**config.mk**
```make
export PLATFORM = sky130hd
export DESIGN_NAME = alu_mdu
export DESIGN_NICKNAME = d
export VERILOG_FILES = /design/src/rtl/alu_pkg.sv /design/src/rtl/muldiv_core.sv /design/src/rtl/alu_mdu.sv
export SDC_FILE = /design/constraint.sdc
export NUM_CORES = 1
export LEC_CHECK = 0
export BUFFER_PORTS_ARGS = -buffer_cell sky130_fd_sc_hd__buf_2
export CELL_PAD_IN_SITES_DETAIL_PLACEMENT = 0
export CELL_PAD_IN_SITES_GLOBAL_PLACEMENT = 1
export CORE_MARGIN = 2
export CORE_UTILIZATION = 25
export CTS_CLUSTER_SIZE = 20
export DETAILED_ROUTE_END_ITERATION = 10
export PLACE_DENSITY = 0.54
export SYNTH_ARGS = -nofsm -noshare
export SYNTH_HDL_FRONTEND = slang
export SYNTH_HIERARCHICAL = 1
export SYNTH_SLANG_ARGS = --single-unit
export TNS_END_PERCENT = 100
```
**constraint.sdc**
```tcl
create_clock -name clk -period 16.3 [get_ports clk]
set_clock_uncertainty 0.2 [all_clocks]
set_input_delay 0 -clock clk [delete_from_list [all_inputs] [get_ports clk]]
set_output_delay 0 -clock clk [all_outputs]
set_load 0.1 [all_outputs]
```
**src/rtl/alu_pkg.sv**
```systemverilog
// Shared op encodings, FSM state encoding and op classification for alu_mdu.
package alu_pkg;

   localparam logic [3:0] OP_ADD   = 4'd0;
   localparam logic [3:0] OP_SUB   = 4'd1;
   localparam logic [3:0] OP_AND   = 4'd2;
   localparam logic [3:0] OP_OR    = 4'd3;
   localparam logic [3:0] OP_XOR   = 4'd4;
   localparam logic [3:0] OP_NOR   = 4'd5;
   localparam logic [3:0] OP_SLL   = 4'd6;
   localparam logic [3:0] OP_SRL   = 4'd7;
   localparam logic [3:0] OP_SRA   = 4'd8;
   localparam logic [3:0] OP_SLT   = 4'd9;
   localparam logic [3:0] OP_SLTU  = 4'd10;
   localparam logic [3:0] OP_MULT  = 4'd11;
   localparam logic [3:0] OP_MULTU = 4'd12;
   localparam logic [3:0] OP_DIV   = 4'd13;
   localparam logic [3:0] OP_DIVU  = 4'd14;

   typedef logic [1:0] state_t;
   localparam state_t ST_IDLE = 2'd0;
   localparam state_t ST_RUN  = 2'd1;
   localparam state_t ST_DONE = 2'd2;

   function automatic logic is_iter_op(input logic [3:0] op);
      return (op == OP_MULT) || (op == OP_MULTU) || (op == OP_DIV) || (op == OP_DIVU);
   endfunction

endpackage

```
**src/rtl/muldiv_core.sv**
```systemverilog
// Iterative multiply/divide engine: one shift-add or restoring-divide step per cycle,
// on operand magnitudes, with the sign fix-up folded into the final step.
module muldiv_core import alu_pkg::*; #(
   parameter int WIDTH   = 32,
   parameter int SHAMT_W = $clog2(WIDTH)
) (
   input  logic             clk,
   input  logic             rst,
   input  logic             start,
   input  logic [3:0]       op,
   input  logic [WIDTH-1:0] a,
   input  logic [WIDTH-1:0] b,
   output logic             busy,
   output logic             done,
   output logic [WIDTH-1:0] hi,
   output logic [WIDTH-1:0] lo,
   output state_t           state
);

   state_t               state_q, state_d;
   logic [SHAMT_W-1:0]   cnt_q, cnt_d;
   logic [WIDTH-1:0]     acc_q, acc_d, mq_q, mq_d, md_q, md_d;
   logic                 is_div_q, is_div_d, neg_res_q, neg_res_d, neg_rem_q, neg_rem_d;
   logic [WIDTH-1:0]     hi_q, hi_d, lo_q, lo_d;

   logic                 signed_op, a_neg, b_neg, op_div;
   logic [WIDTH-1:0]     mag_a, mag_b, mul_add, acc_step, mq_step;
   logic [WIDTH:0]       mul_sum, div_shift, div_diff;
   logic [2*WIDTH-1:0]   prod_fix;

   always_comb begin
      signed_op = (op == OP_MULT) || (op == OP_DIV);
      op_div    = (op == OP_DIV) || (op == OP_DIVU);
      a_neg     = signed_op & a[WIDTH-1];
      b_neg     = signed_op & b[WIDTH-1];
      mag_a     = a_neg ? -a : a;
      mag_b     = b_neg ? -b : b;

      // {acc,mq} is the product register for multiply, {remainder,dividend/quotient} for divide
      mul_add   = mq_q[0] ? md_q : '0;
      mul_sum   = {1'b0, acc_q} + {1'b0, mul_add};
      div_shift = {acc_q, mq_q[WIDTH-1]};
      div_diff  = div_shift - {1'b0, md_q};
      if (is_div_q) begin
         acc_step = div_diff[WIDTH] ? div_shift[WIDTH-1:0] : div_diff[WIDTH-1:0];
         mq_step  = {mq_q[WIDTH-2:0], ~div_diff[WIDTH]};
      end else begin
         acc_step = mul_sum[WIDTH:1];
         mq_step  = {mul_sum[0], mq_q[WIDTH-1:1]};
      end
      prod_fix  = neg_res_q ? -{acc_step, mq_step} : {acc_step, mq_step};

      state_d   = state_q;
      cnt_d     = cnt_q;
      acc_d     = acc_q;
      mq_d      = mq_q;
      md_d      = md_q;
      is_div_d  = is_div_q;
      neg_res_d = neg_res_q;
      neg_rem_d = neg_rem_q;
      hi_d      = hi_q;
      lo_d      = lo_q;

      case (state_q)
         ST_RUN: begin
            acc_d = acc_step;
            mq_d  = mq_step;
            cnt_d = cnt_q + 1'b1;
            if (cnt_q == SHAMT_W'(WIDTH - 1)) begin
               state_d = ST_DONE;
               if (is_div_q) begin
                  lo_d = neg_res_q ? -mq_step : mq_step;
                  hi_d = neg_rem_q ? -acc_step : acc_step;
               end else begin
                  hi_d = prod_fix[2*WIDTH-1:WIDTH];
                  lo_d = prod_fix[WIDTH-1:0];
               end
            end
         end
         default: begin
            state_d = ST_IDLE;
            if (start) begin
               state_d   = ST_RUN;
               cnt_d     = '0;
               acc_d     = '0;
               is_div_d  = op_div;
               mq_d      = op_div ? mag_a : mag_b;
               md_d      = op_div ? mag_b : mag_a;
               // Divide by zero keeps an all-ones quotient, so no quotient negate then
               neg_res_d = (a_neg ^ b_neg) & (~op_div | (b != '0));
               neg_rem_d = a_neg;
            end
         end
      endcase
   end

   always_ff @(posedge clk) begin
      if (rst) begin
         state_q   <= ST_IDLE;
         cnt_q     <= '0;
         acc_q     <= '0;
         mq_q      <= '0;
         md_q      <= '0;
         is_div_q  <= 1'b0;
         neg_res_q <= 1'b0;
         neg_rem_q <= 1'b0;
         hi_q      <= '0;
         lo_q      <= '0;
      end else begin
         state_q   <= state_d;
         cnt_q     <= cnt_d;
         acc_q     <= acc_d;
         mq_q      <= mq_d;
         md_q      <= md_d;
         is_div_q  <= is_div_d;
         neg_res_q <= neg_res_d;
         neg_rem_q <= neg_rem_d;
         hi_q      <= hi_d;
         lo_q      <= lo_d;
      end
   end

   assign busy  = (state_q == ST_RUN);
   assign done  = (state_q == ST_DONE);
   assign hi    = hi_q;
   assign lo    = lo_q;
   assign state = state_q;

endmodule

```
**src/rtl/alu_mdu.sv**
```systemverilog
// Single-cycle ALU plus iterative multiply/divide unit sharing one start/busy/done handshake.
// Handshake: start is accepted on a rising edge whenever busy is low; done pulses for one cycle.
module alu_mdu import alu_pkg::*; #(
   parameter int WIDTH   = 32,
   parameter int SHAMT_W = $clog2(WIDTH)
) (
   input  logic               clk,
   input  logic               rst,
   input  logic               start,
   input  logic [3:0]         op,
   input  logic [WIDTH-1:0]   a,
   input  logic [WIDTH-1:0]   b,
   input  logic [SHAMT_W-1:0] shamt,
   output logic [WIDTH-1:0]   result,
   output logic               zero,
   output logic [WIDTH-1:0]   hi,
   output logic [WIDTH-1:0]   lo,
   output logic               busy,
   output logic               done,
   output state_t             dbg_state
);

   logic [WIDTH-1:0] result_q, result_d, alu_res;
   logic             zero_q, zero_d, sc_done_q, sc_done_d;
   logic             accept, core_busy, core_done;

   assign accept = start & ~core_busy;

   always_comb begin
      alu_res = '0;
      case (op)
         OP_ADD:  alu_res = a + b;
         OP_SUB:  alu_res = a - b;
         OP_AND:  alu_res = a & b;
         OP_OR:   alu_res = a | b;
         OP_XOR:  alu_res = a ^ b;
         OP_NOR:  alu_res = ~(a | b);
         OP_SLL:  alu_res = b << shamt;
         OP_SRL:  alu_res = b >> shamt;
         OP_SRA:  alu_res = $unsigned($signed(b) >>> shamt);
         OP_SLT:  alu_res = {{(WIDTH-1){1'b0}}, $signed(a) < $signed(b)};
         OP_SLTU: alu_res = {{(WIDTH-1){1'b0}}, a < b};
         default: alu_res = '0;
      endcase

      result_d  = result_q;
      zero_d    = zero_q;
      sc_done_d = 1'b0;
      // Iterative ops leave result/zero untouched; reserved codes complete as result 0
      if (accept && !is_iter_op(op)) begin
         result_d  = alu_res;
         zero_d    = (alu_res == '0);
         sc_done_d = 1'b1;
      end
   end

   always_ff @(posedge clk) begin
      if (rst) begin
         result_q  <= '0;
         zero_q    <= 1'b1;
         sc_done_q <= 1'b0;
      end else begin
         result_q  <= result_d;
         zero_q    <= zero_d;
         sc_done_q <= sc_done_d;
      end
   end

   muldiv_core #(.WIDTH(WIDTH), .SHAMT_W(SHAMT_W)) u_core (
      .clk   (clk),
      .rst   (rst),
      .start (accept & is_iter_op(op)),
      .op    (op),
      .a     (a),
      .b     (b),
      .busy  (core_busy),
      .done  (core_done),
      .hi    (hi),
      .lo    (lo),
      .state (dbg_state)
   );

   assign result = result_q;
   assign zero   = zero_q;
   assign busy   = core_busy;
   assign done   = sc_done_q | core_done;

endmodule

```
Word level (Yosys, flattened, before mapping)
Index checks and enable logic that the tools add are counted.

operators by class
  reduce and logical (&&, ||, !) cells = 13
  shift operators = 3
  magnitude comparators = 2
  equality and inequality tests = 18
  bitwise logic cells = 15
  muxes and demuxes = 24
  add/subtract/negate cells = 10

operator list
  cell                   number
  $mux W32               16
  $pmux W32 S11          1
  $neg A32 Y32           4
  $lt A32 B32 Y1         2
  $mux W64               1
  $neg A64 Y64           1
  $add A32 B32 Y33       1
  $sub A33 B32 Y33       1
  $add A32 B32 Y32       1
  $and A32 B32 Y32       1
  $logic_not A32 Y1      1
  $not A32 Y32           1
  $or A32 B32 Y32        1
  $reduce_bool A32 Y1    1
  $shl A32 B5 Y32        1
  $shr A32 B5 Y32        1
  $sshr A32 B5 Y32       1
  $sub A32 B32 Y32       1
  $xor A32 B32 Y32       1
  $eq A4 B4 Y1 const B   7
  $eq A4 B3 Y1 const B   4
  $mux W5                2
  $eq A4 B2 Y1 const B   2
  $add A5 B1 Y5 const B  1
  17 further kinds       31

storage, ports and cells
  bits of input ports = 76
  register bits after elaboration = 204
  output and inout port bits = 101
  word-level logic and storage cells = 98

Longest topological paths before layout
Gate-level depths: netlist of run 1.

  depth after elaboration = 7
  mapped depth = 25

Hierarchy
Netlist of run 1, hierarchy kept.

modules (own cells, without submodules)
  module       times used  seq. area each (sq um)  area each (sq um)  cells an instance
  muldiv_core  1           3403.3                  15383.5            2131
  alu_mdu      1           680.7                   12161.7            1680

Worst setup path after synthesis of run 1
OpenSTA, ideal clock, no wires.

  path type = reg-to-reg
  start = register u_core.mq_q[31]
  end = register u_core.hi_q[26] (netlist: u_core/hi[26])
  stages on the path, launching flop included = 25
  setup time = 80 ps
  required time = 16020 ps
  path slack = 10348 ps
  arrival time = 5673 ps
  path through = dfxtp_1 inv_1 ha_1 fa_1 nor2b_1 o31ai_1 a311o_1 a21oi_2 a211o_2 buf_6 clkbuf_1 nor2_1 nor2_1 ha_1 o211ai_1 or4_1 or4b_1 or2_2 nand2b_1 or2_2 nor2_1 nor2_1 o31a_1 xor2_1 a211oi_2

on the way
  longest elaborated chain between the ends = 6
  elaborated cells on any way between the ends = 10

RTL lines
  what                                                 RTL line                              text
  start, declared                                      muldiv_core.sv:22                     logic [WIDTH-1:0] acc_q, acc_d, mq_q, mq_d, md_q, md_d;
  start signal, assigned                               muldiv_core.sv:113                    mq_q <= mq_d;
  $sub A33 B32 Y33                                     muldiv_core.sv:43                     div_diff = div_shift - {1'b0, md_q};
  $mux W32 / $not A1 Y1 (equally long branches)        muldiv_core.sv:45, muldiv_core.sv:46
  $mux W32                                             muldiv_core.sv:44                     if (is_div_q) begin
  $neg A64 Y64 / $neg A32 Y32 (equally long branches)  muldiv_core.sv:51, muldiv_core.sv:73
  $mux W64 / $mux W32 (equally long branches)          muldiv_core.sv:51, muldiv_core.sv:73
  $mux W32 (*)                                         muldiv_core.sv:71                     if (is_div_q) begin
  end signal, assigned                                 muldiv_core.sv:118                    hi_q <= hi_d;
  end, declared                                        muldiv_core.sv:24                     logic [WIDTH-1:0] hi_q, hi_d, lo_q, lo_d;

Mark *: on every way between the ends. The rest lies on a longest branch, timed or not.
A chain may end at the register's enable or synchronous reset.

Worst setup path in the final report of run 1
  start = register u_core.mq_q[31]
  end = register u_core.hi_q[16] (netlist: u_core/hi[16])

The elaborated chain is that of the path after synthesis.

==> summary.md, run 1 <==
| Metric | Value |
|---|---|
| Status | `finished, final reports clean` |
| CTS tree | `built` |
| Dominant synthesized flop cell | `dfxtp_1` |
| First-pass GRT wire length | `206 mm` |
| Cell variety after synth | `132` |
| Synthesis-to-finish area growth | `11.4%` |
| Reg power frac | `0.253` |
| DRC viols | `0` |
| Yosys top cell by area | `dfxtp_1` |
| Dpl ws | `9.72 ns` |
| Yosys reg bits | `204` |
| Max Root-Sink Buffers | `3` |
| I/O Pins | `177` |
| Initial antenna violation count | `13` |
| Slew Viols, Final | `0` |
| Global route overflow | `0` |
| Hold crit path type | `primary input to flop` |
| Core footprint | `109000 um2` |
| Post-CTS sizing | `0` |
| Setup crit end kind | `flop` |
| Count leader, synth | `nor2_1` |
| Via density | `5.79` |
| Aggregate global-route resource usage | `0.242` |
| Clk pwr share | `0.338` |
| First-iteration detailed-routing DRC count | `2941` |
| Pin count of the biggest net entering global routing | `78` |
| Comb pwr share | `0.409` |
| Port Buf Inserts | `176` |
| Die Width | `336 um` |
| Power density over the cells | `69.1 nW/um2` |
| Root Driver | `clkbuf_16` |
| Max_slew headroom | `0.120` |
| Least-Margin Pin Slew | `1.29 ns` |
| Number of global-route vias before repair | `28.7k` |
| EDFF count, synth | `0` |
| Worst-Skew Late Latency | `0.63 ns` |
| Fin crit share | `0.410` |
| Top post-synthesis cells by area | `dfxtp_1 15%, ha_1 7.7%, a21oi_1 6.6%, nor2_1 5.8%, nand2_1 5.3%` |
| Unrepaired setup endpoints after global routing | `false` |
| CP Launch Type | `flop` |
| GP Congestion | `0.967` |
| Setup-failing EPs final | `0` |
| Leak | `11.9 nW` |
| Final Critical Period | `6.68 ns` |
| Seq/Total Area, Yosys | `0.148` |
| Setup CP Type | `flop to flop` |
| Post-route ant nets | `0` |
| H-tree levels | `1` |
| Setup TNS | `0 ns` |
| Final Net Count | `4072` |
| CTS sink count | `204` |
| Internal power | `1.21 mW` |
| Async S/R FF share, synth | `0` |
| Synth warnings | `6` |
| WHS | `0.0200 ns` |
| Switch Pwr | `0.912 mW` |
| CTS buffer count | `30` |
| Row count | `121` |
| Post-synth top cells | `428 x nor2_1, 386 x nand2_1, 361 x a21oi_1` |
| CP max FO | `11` |
| Max Cap Viol | `0` |
| Final Hold Viols | `0` |
| Switching Fraction | `0.430` |
| Drt pass-1 iters | `6` |
| Initial Util | `0.253` |
| Clock-pin slew on the worst setup and hold paths | `0.06 ns` |
| HPWL Detailed | `109 mm` |
| Vias post-DR | `30.5k` |
| Worst VDD drop | `0.0759 mV` |
| Mapped Cells | `3811` |
| Layout cell share with drive strength beyond 1 | `0.131` |
| Req. time, crit path | `16.64 ns` |
| Routed len/inst | `26.8 um` |
| Fillers | `12.1k` |
| Syn Std Cell Area | `27500 um2` |
| Die area | `113000 um2` |
| Max frequency | `150 MHz` |
| Die height | `336 um` |
| Critical path data arrival time | `7.02 ns` |
| WL final | `141 mm` |
| Yosys top cell area share | `0.148` |
| Final worst slack | `9.62 ns` |
| Post-Syn Nets | `4060` |
| Syn Area/Cell | `7.23 um2` |
==> final timing paths <==
check        cells after the start  slack (ns)               to            start
max reg2reg                     22        9.62    u_core/hi[16]  u_core/mq_q[31]
min                              5        0.02  u_core/mq_q[27]            a[27]
max                             22        9.62    u_core/hi[16]  u_core/mq_q[31]
min reg2reg                      2        0.25    u_core/hi[15]    u_core/hi[15]
==> metrics by stage <==
step	cells	instance area [um2]	power, mW	util
CTS	5261	30700	2.13	0.281
global placement	5171	29300	1.40	0.269
finish	5264	30700	2.12	0.282
detailed placement	5171	29300	1.39	0.269
global route	5263	30700	2.22	0.282
floorplan	3811	27500	1.12	-
==> what timing repair did <==
| action | 4_1_cts | 5_1_grt |
|---|---|---|
| hold endpoints to repair | 109 | 0 |
| hold buffers | 34 | 0 |
| setup buffers | 0 | 0 |
==> worst max-delay path, cell delays in order (launching register included) <==
cell	delay [ns]
dfxtp_1	0.35
inv_1	0.07
ha_1	0.22
fa_1	0.42
nor2b_1	0.26
o31ai_1	0.16
a311o_1	0.38
a21oi_2	0.38
a211o_2	0.32
nor2_1	0.08
nor2_1	0.24
ha_1	0.22
o211ai_1	0.13
or4_1	0.59
or4b_1	0.62
or2_2	0.34
nand2b_1	0.26
or2_2	0.35
nand2_1	0.17
inv_1	0.09
o41ai_1	0.35
xor2_1	0.12
a211oi_1	0.25
==> flip-flops by register name, indices dropped and copies added, names as in the netlist, 2 cells and up <==
signal,count
result,32
u_core/acc_q,32
u_core/hi,32
u_core/lo,32
u_core/md_q,32
u_core/mq_q,32
u_core/cnt_q,5
u_core/state,2
==> power groups by stage <==
stage	Sequential, mW	Combinational (mW)	Clock [mW]
2_1_floorplan	0.592	0.528	0
3_3_place_gp	0.547	0.850	0
3_5_place_dp	0.547	0.845	0
4_1_cts	0.536	0.854	0.739
5_1_grt	0.539	0.923	0.756
6_report	0.536	0.867	0.718
==> cell usage in the layout, fill, tap and decap left out, drive strengths merged, types with 109 or more instances in the layout <==
cell type / count
a211oi: 168
a21oi: 363
buf: 236
dfxtp: 204
ha: 169
inv: 168
mux2i: 109
nand2: 387
nor2: 430
nor3: 112
o21ai: 201
==> metal layers <==
layer | GRT usage | vias up | share of wire
met5 | 0 | - | 0.00063
met4 | 0.0881 | 14 | 0.042
met3 | 0.0355 | 240 | 0.062
met2 | 0.396 | 1164 | 0.46
met1 | 0.321 | 15000 | 0.44
li1 | - | 14100 | -
==> layout make-up <==
| cell class | instances | area, um2 | area share |
|---|---|---|---|
| multi-input cells | 3150 | 21400 | 0.699 |
| flip-flops and latches | 204 | 4090 | 0.133 |
| well taps | 1414 | 1770 | 0.0576 |
| repair buffers | 270 | 1690 | 0.0549 |
| clock buffers | 37 | 827 | 0.0269 |
| inverters | 167 | 627 | 0.0204 |
| clock inverters | 19 | 248 | 0.00807 |
| diodes | 3 | 7.51 | 0.000245 |
==> cell families after synthesis <==
kind of cell    after synthesis  share of synthesized area
simple gates               1373                      0.240
compound gates             1244                      0.308
buf+inv                     457                     0.0754
mux                         206                      0.100
flops                       204                      0.148
fa+ha+maj                   173                     0.0797
xor+xnor                    154                     0.0490
Power figures use the tool's default switching activity.
==> run 2, diff against run 1 <==
--- a/config.mk
+++ b/config.mk
@@ -5,6 +5,7 @@
 export SDC_FILE = /design/constraint.sdc
 export NUM_CORES = 1
 export LEC_CHECK = 0
+export ABC_AREA = 1
 export BUFFER_PORTS_ARGS = -buffer_cell sky130_fd_sc_hd__buf_2
 export CELL_PAD_IN_SITES_DETAIL_PLACEMENT = 0
 export CELL_PAD_IN_SITES_GLOBAL_PLACEMENT = 1
@@ -12,7 +13,7 @@
 export CORE_UTILIZATION = 25
 export CTS_CLUSTER_SIZE = 20
 export DETAILED_ROUTE_END_ITERATION = 10
-export PLACE_DENSITY = 0.54
+export PLACE_DENSITY = 0.57
 export SYNTH_ARGS = -nofsm -noshare
 export SYNTH_HDL_FRONTEND = slang
 export SYNTH_HIERARCHICAL = 1
==> constraint.sdc (replaced) <==
create_clock -name clk -period 6.3 [get_ports clk]
set_clock_uncertainty 0.2 [all_clocks]
set_input_delay 0 -clock clk [delete_from_list [all_inputs] [get_ports clk]]
set_output_delay 0 -clock clk [all_outputs]
set_load 0.1 [all_outputs]
==> run 2 against run 1 <==
Routed wire length grew 8.8%; synthesized cell count up 37%; non-clock buffer count up 3; fmax rose by 36%; sequential cell count did not move; register-to-register slack worse by 8.2 ns; sequential share of layout area decreased by 0.41 points; via count up 14%; first-iteration DRC count is 4.2% higher; global-route usage is 1.5 points higher; clock power increased by 120%; hold slack worse by 0.0058 ns; largest cell class unchanged; highest routed layer unchanged.
==> summary.md, run 2 <==
| Metric | Value |
|---|---|
| Mapped Cells | `5238` |
| Row count | `122` |
| DRC viols | `0` |
| Die Width | `339 um` |
| Fillers | `13.1k` |
| CTS sink count | `204` |
| Setup CP Type | `flop to flop` |
| Aggregate global-route resource usage | `0.256` |
| Layout cell share with drive strength beyond 1 | `0.0705` |
| Syn Area/Cell | `5.36 um2` |
| Slew Viols, Final | `0` |
| Post-synth top cells | `1690 x nand2_1, 727 x inv_1, 637 x nand3_1` |
| Least-Margin Pin Slew | `1.10 ns` |
| R2r setup slk | `1.38 ns` |
| Reg-to-reg endpoint | `u_core/hi[16]` |
| Initial antenna violation count | `5` |
| CTS buffer count | `27` |
| Max frequency | `203 MHz` |
| Clock-pin slew on the worst setup and hold paths | `0.06 ns` |
| Unrepaired setup endpoints after global routing | `false` |
| Commonest non-fill, non-tap cell in the layout | `nand2_1` |
| Final Critical Period | `4.92 ns` |
| EDFF count, synth | `0` |
| Port Buf Inserts | `176` |
| Worst stage delay on the critical path | `0.40 ns` |
| Layout Utilization | `0.285` |
| Drt pass-1 iters | `6` |
| Syn Std Cell Area | `28100 um2` |
| Max Root-Sink Buffers | `3` |
| Yosys top cell by area | `nand2_1` |
| First-pass GRT wire length | `222 mm` |
| Vias post-DR | `34.7k` |
| Worst hold stages | `8` |
| Critical path data arrival time | `5.22 ns` |
| Die area | `115000 um2` |
| WHS | `0.0141 ns` |
| Status | `finished, final reports clean` |
| First-iteration detailed-routing DRC count | `3065` |
| Worst VDD drop | `0.188 mV` |
| CP Buf/Inv Count | `5` |
| Multi-input gate area | `20300 um2` |
| Worst setup path startpoint | `u_core/md_q[16]` |
| Yosys top cell area share | `0.226` |
| CTS tree | `built` |
| Max Cap Viol | `0` |
| Power density over the cells | `173 nW/um2` |
| Finished Layout Cells | `6853` |
| HPWL Detailed | `125 mm` |
| Hold Path Sink | `u_core/mq_q[6]` |
| GP Congestion | `0.989` |
| Post-placement cell count | `6743` |
| Post-route ant nets | `0` |
| Routed len/inst | `22.4 um` |
| WL final | `154 mm` |
| Req. time, crit path | `6.60 ns` |
| Final Hold Viols | `0` |
| Yosys reg bits | `204` |
| Slowest CP cell | `dfxtp_1` |
| Die height | `339 um` |
| Most frequent cells in the layout | `1690 x nand2_1, 725 x inv_1, 637 x nand3_1` |
| Seq/Total Area, Yosys | `0.145` |
| Setup TNS | `0 ns` |
| H-tree levels | `1` |
| Global route overflow | `0` |
| Worst-Skew Late Latency | `0.61 ns` |
| Worst R2R Path Depth | `31` |
| I/O Pins | `177` |
| Number of global-route vias before repair | `33.3k` |
| Fin crit share | `0.781` |
| Count leader, synth | `nand2_1` |
| Dominant synthesized flop cell | `dfxtp_1` |
| Setup-failing EPs final | `0` |
| CP max FO | `8` |
| Core footprint | `111000 um2` |
| Critical R2R Launch | `u_core/md_q[16]` |
| Final Net Count | `5593` |
| Max_slew headroom | `0.268` |
| Post-Syn Nets | `5487` |
| Hold Path Origin | `a[6]` |
| Hold crit path type | `primary input to flop` |
| CP Launch Type | `flop` |
| Via density | `5.06` |
| Top post-synthesis cells by area | `nand2_1 23%, dfxtp_1 15%, nand3_1 11%, inv_1 9.7%, ha_1 7.5%` |
| Cell variety after synth | `62` |
| Root Driver | `clkbuf_16` |
| Setup crit end kind | `flop` |
| Synth warnings | `6` |
| Leak | `16.7 nW` |
| Initial Util | `0.253` |
| Pin count of the biggest net entering global routing | `79` |
| Synthesis-to-finish area growth | `12.8%` |
| Crit-path leading delay family | `simple AND/OR/NAND/NOR gates` |
| Register area | `4090 um2` |
| Async S/R FF share, synth | `0` |
-- run 2: cell families after synthesis --
family,share of synthesized area
AND/OR/NAND/NOR,0.467
buffers and inverters,0.135
AO/OA/AOI/OAI,0.148
flip-flops,0.145
adder cells (fa/ha/maj),0.0781
XOR/XNOR,0.0268
-- run 2: per-stage QoR --
| step | setup WS (ns) | power (mW) | cell area, um2 |
|---|---|---|---|
| 6_report | 1.38 | 5.48 | 31700 |
| 3_5_place_dp | 1.40 | 3.82 | 30200 |
| 4_1_cts | 1.36 | 5.50 | 31700 |
| 2_1_floorplan | 2.00 | 3.03 | 28100 |
| 5_1_grt | 0.780 | 5.80 | 31700 |
| 3_3_place_gp | 1.37 | 3.83 | 30200 |
-- run 2: worst reg2reg max path, delay by kind of cell (launching register included) --
family	cells	cell delay [ns]
flops	1	0.40
fa+ha+maj	2	0.58
simple gates	21	2.73
compound gates	3	0.44
buf+inv	5	0.45
-- run 2: per-layer routing --
| metal | vias to the layer above | GRT usage | part of all wire |
|---|---|---|---|
| met1 | 16200 | 0.317 | 0.42 |
| met2 | 1154 | 0.436 | 0.46 |
| met3 | 279 | 0.0247 | 0.050 |
| met4 | 2 | 0.144 | 0.066 |
| li1 | 17000 | - | - |
| met5 | - | 0 | 0.000078 |
-- run 2: repair_timing --
item                      in CTS  in global routing
hold endpoints to repair      80                  0
hold buffers                  60                  0
setup buffers                  0                  0
gates resized for setup        0                  0
-- run 2: worst max-delay path by stage --
stage	cells after the start	endpoint	slack [ns]
floorplan	14	u_core/mq_q[16]	2.00
global placement	31	u_core/hi[16]	1.37
detailed placement	31	u_core/hi[16]	1.40
CTS	31	u_core/hi[16]	1.36
global route	36	u_core/hi[18]	0.78
finish	31	u_core/hi[16]	1.38
-- run 2: area by class of cell --
type | instances | area share
clock buffers | 34 | 0.0231
clock inverters | 13 | 0.00509
inverters | 748 | 0.0888
flip-flops and latches | 204 | 0.129
well taps | 1488 | 0.0588
multi-input cells | 4090 | 0.639
repair buffers | 273 | 0.0556
diodes | 3 | 0.000237
-- run 2: where the power goes --
group / leakage [nW] / switching, mW / internal, mW / total, mW
logic: 14.6 / 1.84 / 0.656 / 2.50
clock network: 0.443 / 0.668 / 0.944 / 1.61
registers: 1.65 / 0.0378 / 1.33 / 1.37
